--- src/rtl/mult_booth4_pipe.sv ---
// mult_booth4_pipe: three-stage radix-4 Booth multiplier.
//   S1: Booth recoding and partial-product selection
//   S2: carry-save (full-adder) compression down to two rows
//   S3: Sklansky prefix carry-propagate adder
// The input and output sides both use a valid/ready handshake, and a tag travels with each operation.
// Optional feature: define MULT_BOOTH4_PIPE_STATS_EN to add the saturating ops_done counter.
module mult_booth4_pipe #(
    parameter int WIDTH = 16,
    parameter int TAG_W = 4
) (
    input  logic               clk,
    input  logic               rst_n,
    input  logic               flush,
    input  logic               in_valid,
    output logic               in_ready,
    input  logic               in_signed,
    input  logic [WIDTH-1:0]   in_a,
    input  logic [WIDTH-1:0]   in_b,
    input  logic [TAG_W-1:0]   in_tag,
    output logic               out_valid,
    input  logic               out_ready,
    output logic [2*WIDTH-1:0] out_product,
    output logic [TAG_W-1:0]   out_tag
`ifdef MULT_BOOTH4_PIPE_STATS_EN
    ,
    output logic [31:0]        ops_done
`endif
);
    localparam int EW  = WIDTH + 2;
    localparam int NPP = EW / 2;
    localparam int PW  = 2 * WIDTH;
    localparam int LVL = $clog2(PW);

    if ((WIDTH % 2) != 0 || WIDTH < 4 || WIDTH > 32 || TAG_W < 1) begin : g_param_check
        $error("mult_booth4_pipe: WIDTH must be even in 4..32 and TAG_W >= 1");
    end

    // Each row is stored as {~sign, low bits}. That biases the row by +2^(EW-1+2i),
    // so the sum of all those biases is subtracted here, once, as a single constant.
    function automatic logic [PW-1:0] sign_const();
        logic [PW-1:0] k;
        k = '0;
        for (int unsigned i = 0; i < NPP; i++) begin
            if (EW - 1 + 2 * i < PW) k = k - (PW'(1) << (EW - 1 + 2 * i));
        end
        return k;
    endfunction
    localparam logic [PW-1:0] SIGN_K = sign_const();

    logic                v1, v2, v3;
    logic                ld1, ld2, ld3;
    logic [EW-1:0]       a_ext, b_ext, mag;
    logic [EW:0]         b_win;
    logic [2:0]          booth_t;
    logic [EW-1:0]       pp_c [NPP];
    logic [NPP-1:0]      neg_c;
    logic [EW-1:0]       s1_pp [NPP];
    logic [NPP-1:0]      s1_neg;
    logic [TAG_W-1:0]    s1_tag, s2_tag, s3_tag;
    logic [PW+EW-1:0]    row_w;
    logic [PW-1:0]       row, maj, cs_s, cs_c;
    logic [PW-1:0]       s2_sum, s2_carry;
    logic [LVL:0][PW-1:0] pg_g, pg_p;
    int unsigned         pj;
    logic [PW-1:0]       cpa_sum, s3_prod;

    // Handshake: a stage loads when it is empty or its occupant moves on; flush blocks input
    always_comb begin
        ld3      = v2 && (!v3 || out_ready);
        ld2      = v1 && (!v2 || ld3);
        in_ready = !flush && (!v1 || ld2);
        ld1      = in_valid && in_ready;
    end

    // Operand extension and Booth select (neg / 1x / 2x) for every multiplier digit
    always_comb begin
        a_ext   = in_signed ? {{2{in_a[WIDTH-1]}}, in_a} : {2'b00, in_a};
        b_ext   = in_signed ? {{2{in_b[WIDTH-1]}}, in_b} : {2'b00, in_b};
        b_win   = {b_ext, 1'b0};
        booth_t = '0;
        mag     = '0;
        neg_c   = '0;
        for (int unsigned i = 0; i < NPP; i++) begin
            booth_t  = b_win[2*i +: 3];
            neg_c[i] = booth_t[2] & ~(booth_t[1] & booth_t[0]);
            if (booth_t[1] ^ booth_t[0])
                mag = a_ext;
            else if (booth_t == 3'b011 || booth_t == 3'b100)
                mag = a_ext << 1;
            else
                mag = '0;
            pp_c[i] = neg_c[i] ? ~mag : mag;
        end
    end

    // Pipeline occupancy; flush clears every stage and takes priority over any transfer
    always_ff @(posedge clk or negedge rst_n) begin
        if (!rst_n) begin
            v1 <= 1'b0;
            v2 <= 1'b0;
            v3 <= 1'b0;
        end else if (flush) begin
            v1 <= 1'b0;
            v2 <= 1'b0;
            v3 <= 1'b0;
        end else begin
            v1 <= ld1 || (v1 && !ld2);
            v2 <= ld2 || (v2 && !ld3);
            v3 <= ld3 || (v3 && !out_ready);
        end
    end

    // Stage 1 payload: selected partial products, negation corrections, tag
    always_ff @(posedge clk or negedge rst_n) begin
        if (!rst_n) begin
            s1_pp  <= '{default: '0};
            s1_neg <= '0;
            s1_tag <= '0;
        end else if (ld1) begin
            s1_pp  <= pp_c;
            s1_neg <= neg_c;
            s1_tag <= in_tag;
        end
    end

    // Carry-save compression of the shifted rows, correction bits and sign constant
    always_comb begin
        cs_s  = SIGN_K;
        cs_c  = '0;
        row_w = '0;
        row   = '0;
        maj   = '0;
        for (int unsigned i = 0; i < NPP; i++) cs_c[2*i] = s1_neg[i];
        for (int unsigned i = 0; i < NPP; i++) begin
            row_w = '0;
            row_w[2*i +: EW] = {~s1_pp[i][EW-1], s1_pp[i][EW-2:0]};
            row  = row_w[PW-1:0];
            maj  = (cs_s & cs_c) | (cs_s & row) | (cs_c & row);
            cs_s = cs_s ^ cs_c ^ row;
            cs_c = maj << 1;
        end
    end

    // Stage 2 payload: the two compressed rows and tag
    always_ff @(posedge clk or negedge rst_n) begin
        if (!rst_n) begin
            s2_sum   <= '0;
            s2_carry <= '0;
            s2_tag   <= '0;
        end else if (ld2) begin
            s2_sum   <= cs_s;
            s2_carry <= cs_c;
            s2_tag   <= s1_tag;
        end
    end

    // Sklansky prefix tree: in each level, the upper half of every block takes the lower half's last group
    always_comb begin
        pj      = 0;
        pg_g[0] = s2_sum & s2_carry;
        pg_p[0] = s2_sum ^ s2_carry;
        for (int unsigned l = 0; l < LVL; l++) begin
            pg_g[l+1] = pg_g[l];
            pg_p[l+1] = pg_p[l];
            for (int unsigned b = 0; b < PW; b++) begin
                if (((b >> l) & 1) != 0) begin
                    pj = ((b >> l) << l) - 1;
                    pg_g[l+1][b] = pg_g[l][b] | (pg_p[l][b] & pg_g[l][pj]);
                    pg_p[l+1][b] = pg_p[l][b] & pg_p[l][pj];
                end
            end
        end
        cpa_sum = pg_p[0] ^ {pg_g[LVL][PW-2:0], 1'b0};
    end

    // Stage 3 payload: final product and tag; held while the consumer stalls
    always_ff @(posedge clk or negedge rst_n) begin
        if (!rst_n) begin
            s3_prod <= '0;
            s3_tag  <= '0;
        end else if (ld3) begin
            s3_prod <= cpa_sum;
            s3_tag  <= s2_tag;
        end
    end

    assign out_valid   = v3;
    assign out_product = s3_prod;
    assign out_tag     = s3_tag;

`ifdef MULT_BOOTH4_PIPE_STATS_EN
    // Saturating count of completed output transfers; flushed results are not counted
    always_ff @(posedge clk or negedge rst_n) begin
        if (!rst_n)
            ops_done <= '0;
        else if (!flush && v3 && out_ready && ops_done != '1)
            ops_done <= ops_done + 32'd1;
    end
`endif

endmodule

--- config.mk ---
export PLATFORM = sky130hd
export DESIGN_NAME = mult_booth4_pipe
export DESIGN_NICKNAME = d
export VERILOG_FILES = /design/src/rtl/mult_booth4_pipe.sv
export SDC_FILE = /design/constraint.sdc
export NUM_CORES = 1
export LEC_CHECK = 0
export ABC_AREA = 1
export CORE_UTILIZATION = 40
export CTS_BUF_LIST = sky130_fd_sc_hd__clkbuf_8
export DETAILED_ROUTE_END_ITERATION = 10
export SLEW_MARGIN = 20
export SYNTH_ARGS = -nofsm -noshare
export SYNTH_HDL_FRONTEND = slang
export SYNTH_SLANG_ARGS = --single-unit
--- constraint.sdc ---
create_clock -name clk -period 4.74 [get_ports clk]
set_input_delay 0.948 -clock clk [delete_from_list [all_inputs] [get_ports clk]]
set_output_delay 0.948 -clock clk [all_outputs]
set_load 0.02 [all_outputs]
* Yosys cells after proc, flatten, opt, wreduce, memory -nomap -nowiden
Index checks and enable logic that the tools add are counted.
** Storage, ports and cells
- Flip-flop bits (word level) :: 279
- Output and inout bits :: 38
- Logic and storage cells :: 402
** Cells by class
- Eq/ne operators :: 17
- Multiplexer cells :: 32
- Bitwise gates (word level) :: 306
- Reduce and logical (&&, ||, !) cells :: 28
** Operator list (count)
- two-way mux 18 bit :: 26
- OR 31 bit :: 15
- bitwise AND 31 bit :: 12
- XOR 32 bit :: 10
- inverter 18 bit :: 8
- bitwise AND 1 bit :: 136
- OR 1 bit :: 75
- bitwise AND 31 x 22 -> 31 bit :: 2
- bitwise AND 31 x 24 -> 31 bit :: 2
- bitwise AND 31 x 26 -> 31 bit :: 2
- bitwise AND 31 x 28 -> 31 bit :: 2
- bitwise AND 31 x 30 -> 31 bit :: 2
- two-way mux 16 bit :: 3
- XOR 31 x 32 -> 32 bit :: 1
- XOR 32 x 22 -> 32 bit :: 1
- XOR 32 x 24 -> 32 bit :: 1
- XOR 32 x 26 -> 32 bit :: 1
- XOR 32 x 28 -> 32 bit :: 1
- XOR 32 x 30 -> 32 bit :: 1
- bitwise AND 31 x 19 -> 31 bit :: 1
- bitwise AND 31 x 20 -> 31 bit :: 1
- OR 31 x 20 -> 31 bit :: 1
- XOR 31 x 18 -> 31 bit :: 1
- XOR 31 x 19 -> 31 bit :: 1
- other kinds (14) :: 77

* Depth between registers and ports, before layout
- Depth after elaboration :: 27
- Mapped depth :: 15

* Worst setup path after synthesis
Ideal clock, no wire load.
- Kind :: register -> register
- Start point :: register s1_pp[160] in the netlist's numbering
- End point :: register s2_sum[17]
- Data arrival time :: 4320 ps
- Required time :: 4623 ps
- Path slack :: 304 ps
- Cell stages (with the launch flop) :: 14
- Cells stage by stage :: dfrtp_1 -> ha_1 -> inv_1 -> fa_1 -> inv_1 -> fa_1 -> fa_1 -> fa_1 -> fa_1 -> fa_1 -> fa_1 -> fa_1 -> nand2_1 -> nand2_1
** Between the ends
- Cells in the longest elaborated chain, start to end :: 18
** RTL lines
- start: declaration :: RTL line 57 : logic [EW-1:0] s1_pp [NPP];
- start signal: assignment :: RTL line 120 : s1_pp <= pp_c;
- bitwise AND 17 x 18 -> 18 bit or XOR 31 x 18 -> 31 bit (tied branches) :: RTL line 138, 139
- OR 18 bit (tied with other cells) :: RTL line 138 : maj = (cs_s & cs_c) | (cs_s & row) | (cs_c & row);
- XOR 31 x 19 -> 31 bit (tied with other cells) :: RTL line 139 : cs_s = cs_s ^ cs_c ^ row;
- XOR 31 x 20 -> 31 bit (tied with other cells) :: RTL line 139
- XOR 31 x 32 -> 32 bit (tied with other cells) :: RTL line 139
- XOR 32 x 22 -> 32 bit (tied with other cells) :: RTL line 139
- XOR 32 bit (tied with other cells) :: RTL line 139
- XOR 32 x 24 -> 32 bit (tied with other cells) :: RTL line 139
- XOR 32 bit (tied with other cells) :: RTL line 139
- XOR 32 x 26 -> 32 bit (tied with other cells) :: RTL line 139
- XOR 32 bit (tied with other cells) :: RTL line 139
- XOR 32 x 28 -> 32 bit (tied with other cells) :: RTL line 139
- XOR 32 bit (tied with other cells) :: RTL line 139
- XOR 32 x 30 -> 32 bit (tied with other cells) :: RTL line 139
- XOR 32 bit or OR 31 bit (tied branches) (2 in series) :: RTL line 139, 138
- XOR 32 bit * (2 in series) :: RTL line 139
- named net cs_s[17] :: RTL line 61 : logic [PW-1:0] row, maj, cs_s, cs_c;
- end signal: assignment :: RTL line 151 : s2_sum <= cs_s;
- end: declaration :: RTL line 62 : logic [PW-1:0] s2_sum, s2_carry;
Mark *: on every way through the listed nets, which the timed path passes. The rest lies on a longest branch.
A chain may end at the register's enable or synchronous reset.

* Worst setup path in the final report
- Start point :: register s1_pp[158] in the netlist's numbering
- End point :: register s2_sum[16]
** Between the ends
- Cells in the longest elaborated chain, start to end :: 19
** RTL lines (RTL line)
- bitwise AND 17 x 18 -> 18 bit or XOR 31 x 18 -> 31 bit (tied branches) :: 138, 139
- OR 18 bit (tied with other cells) :: 138
- bitwise AND 31 x 19 -> 31 bit (tied with other cells) :: 138
- OR 31 bit (tied with other cells) :: 138
- OR 31 x 20 -> 31 bit (tied with other cells) :: 138
- XOR 31 x 32 -> 32 bit (tied with other cells) :: 139
- XOR 32 x 22 -> 32 bit (tied with other cells) :: 139
- XOR 32 bit (tied with other cells) :: 139
- [... 2 more ...]
- XOR 32 x 26 -> 32 bit (tied with other cells) :: 139
- XOR 32 bit (tied with other cells) :: 139
- XOR 32 x 28 -> 32 bit (tied with other cells) :: 139
- XOR 32 bit (tied with other cells) :: 139
- XOR 32 x 30 -> 32 bit (tied with other cells) :: 139
- XOR 32 bit or OR 31 bit (tied branches) (2 in series) :: 139, 138
- XOR 32 bit * (2 in series) :: 139
- named net cs_s[16] :: 61
Marked as above.

==> results.toml <==
[timing]
skew_ps = 15.39
rsz0062_at_grt = "true"
relSlewSlack_pct = 38.03
setup_violations = 0
whs_ps = 351.6
tightestPinTransition_ps = 929.5
setup_slack_ps = 94.77
fin_crit_sh_pct = 98.00
min_period_ps = 4645
clock.fmax_ghz = 0.2153
final_max_slew_viol_count = 0
finalHoldViolations = 0

[clock_tree]
cts_setup_buffers = 0
clk_pin_slew_worst_paths_ps = 60
ctsResizeCount = 0
numCtsBuffers = 50
clk_latency_ps = 620
cts-root-buf = "clkbuf_8"
h-tree-depth = 2
cts_hold_buf = 0
cts_buffer_depth = 3
cts_sinks = 271
cts_tree = "built"

[final_layout]
n_fill_cell = 4421
final_nets = 2406
layout-drive-gt1-share_pct = 10.26
stdcell_area_mm2 = 0.02052
area_growth_pct = 11.32

[status]
status = "completed"

[yosys]
ys_seq_area_share_pct = 36.79
yosys_warnings = 0
synthCells = 2108
synth.avg_cell_area_um2 = 8.745
synth_area_leaders = "dfrtp_1 (37%), nand2_1 (15%), fa_1 (13%)"
synth_area_mm2 = 0.01843
syn_nets = 2362
synth.distinct_cells = 33
ys.flop_type = "dfrtp_1"
synth_edf_count = 0
ys_seq_elements = 271
synth_top_area_share_pct = 36.79
synth_area_leader_cell = "dfrtp_1"
async_flop_share_pct = 100.0

[placed_design]
place_ws_ps = 118.4
postPlaceCellArea_mm2 = 0.01952
dpl.hpwl_um = 32400
io_buffers = 79
gp_congestion = 0.8036

[grt]
grt_max_degree = 134
antenna_found_initial = 0
grt_usage_pct = 20.27
grt_overflow = 0
grt_pass1_vias = 13432
grt_pass1_wl_um = 75130

[power_and_ir_drop]
pwr-share-comb_pct = 56.0
power_density_mw_per_mm2 = 618.4
p_seq_share_pct = 26.0
switching_share_pct = 41.86
power_w = 0.01269
net-switching-power_w = 0.005312
irDropWorstVdd_mv = 0.3144
leakage_nw = 10.18
p_int_w = 0.007378
clock_power_share_pct = 17.9

[detailed_routing]
drtPass1Iterations = 6
first_iter_violations = 965
viasPerCell = 4.935
wl_per_cell_um = 16.51
drt-total-wl_um = 45970
drc_errors = 0
via_count = 13743
ant_nets = 0

[floorplan]
core_mm2 = 0.04538
die_h_um = 216.7
row_count = 78
start_util_pct = 40.62
ios = 80
die_w_um = 216.7
die_area_mm2 = 0.04695

[critical_path]
cp-start-kind = "register"
path_cells = "ha_1 > inv_1 > fa_1 > inv_1 > fa_1 > fa_1 > fa_1 > fa_1 > fa_1 > fa_1 > fa_1 > nand2_1 > o21ai_0"
path_max_fanout = 2
max_stage_delay_ps = 520
arrival_ps = 5100
end_kind = "register"
crit_slowest_cell = "fa_1"
crit_top_cell = "fa_1"
worstSetupPathType = "register to register"
required_ps = 5200

[worst_hold_path]
holdCritPathClass = "primary input to async pin"

[flow_run]
cap_violations = 0
registers in the layout, indices dropped and copies added (netlist names):
register,cells
v1,1
s2_tag,4
out_valid,1
s2_sum,32
out_tag,4
s2_carry,23
out_product,32
v2,1
s1_neg,9
row,16
s1_tag,4
s1_pp,144
per-layer routing:
layer | vias up | global-route usage [%] | wire, µm
met3 | 78 | 2.919 | 2231
met4 | 0 | 5.869 | 972
met1 | 6650 | 28.62 | 21350
li1 | 6707 | - | -
met5 | - | 0 | 0
met2 | 308 | 32.30 | 21420
synthesized netlist by cell type, types with 2 or more instances:
library cell  number
inv_1            175
a21oi_1           34
dfrtp_1          271
nand3_1           48
nor2_1            36
xnor2_1            4
ha_1              90
inv_2              3
clkbuf_1          46
o21ai_0          162
buf_6             29
o21ai_1           39
buf_2             40
fa_1             122
xor2_1           131
nor2_4             7
buf_4              3
o21ai_2          101
o211ai_1           7
o21a_1             2
nand4_1           10
nand2_1          737
worst max-delay path, delay by kind of cell (launching register included):
family	cells	cell delay, ps
DFF	1	380
and+or+nand+nor	1	70
AOI/OAI and AO/OA	1	100
adders and majority gates	9	3800
buffers and inverters	2	150
final cells by class:
class,count,area [µm²],share of cell area [%]
antenna,1,2.502,0.01219
clock inverter,20,110.1,0.5366
multi-input combinational,1539,10250,49.94
sequential,271,6782,33.05
tap,600,750.7,3.658
clock buffer,64,880.8,4.292
timing repair buffer,111,1061,5.170
inverter,179,685.7,3.341
power by group through the flow:
stage                     registers (W)  logic (W)  clock network [W]
final                           0.00330    0.00711            0.00228
after global placement          0.00333    0.00689                  0
after detailed placement        0.00334    0.00708                  0
after global routing            0.00338    0.00823            0.00246
after floorplan                 0.00340    0.00501                  0
after CTS                       0.00331    0.00717            0.00235
cells by family (layout without fill, tap and decap cells):
| family | after synthesis | after routing | share of synthesized area [%] |
|---|---|---|---|
| simple gates | 845 | 845 | 18.16 |
| buf+inv | 298 | 374 | 7.670 |
| compound gates | 347 | 347 | 11.61 |
| other cells | 0 | 1 | 0 |
| xor+xnor | 135 | 135 | 6.414 |
| fa+ha+maj | 212 | 212 | 19.36 |
| flops | 271 | 271 | 36.79 |
final timing paths:
kind / start / end / slack [ps] / cells past startpoint
worst max-delay path: s1_pp[158] / s2_sum[16] / 90 / 13
worst min-delay path: rst_n / s2_sum[2] / 350 / 1
worst max register to register: s1_pp[158] / s2_sum[16] / 90 / 13
worst min register to register: s2_tag[3] / out_tag[3] / 470 / 2
max in group asynchronous: rst_n / s1_pp[65] / 3230 / 2
min in group clk: s2_tag[3] / out_tag[3] / 470 / 2
cells in the final DEF, fill, tap and decap left out, drive strengths merged:
master / synthesis / routed
nand2: 739 / 739
diode: 0 / 1
nand3: 48 / 48
nor2: 45 / 45
o211ai: 7 / 7
nand4: 10 / 10
clkbuf: 46 / 64
nor3b: 1 / 1
a21oi: 34 / 34
fa: 122 / 122
o21a: 2 / 2
nor3: 1 / 1
bufinv: 0 / 1
dfrtp: 271 / 271
inv: 179 / 193
buf: 73 / 33
a31oi: 1 / 1
o21ai: 302 / 302
xor2: 131 / 131
xnor2: 4 / 4
ha: 90 / 90
clkinv: 0 / 5
o22ai: 1 / 1
nand3b: 1 / 1
clkdlybuf4s50: 0 / 78
through the flow:
step	TNS [ps]	util, %	instances
floorplan	0	-	2108
global placement	0	43.01	2700
detailed placement	0	43.01	2700
CTS	0	45.19	2784
global route	-37.67	45.21	2784
finish	0	45.22	2785
Note: power is estimated with default switching activity, not from simulation.
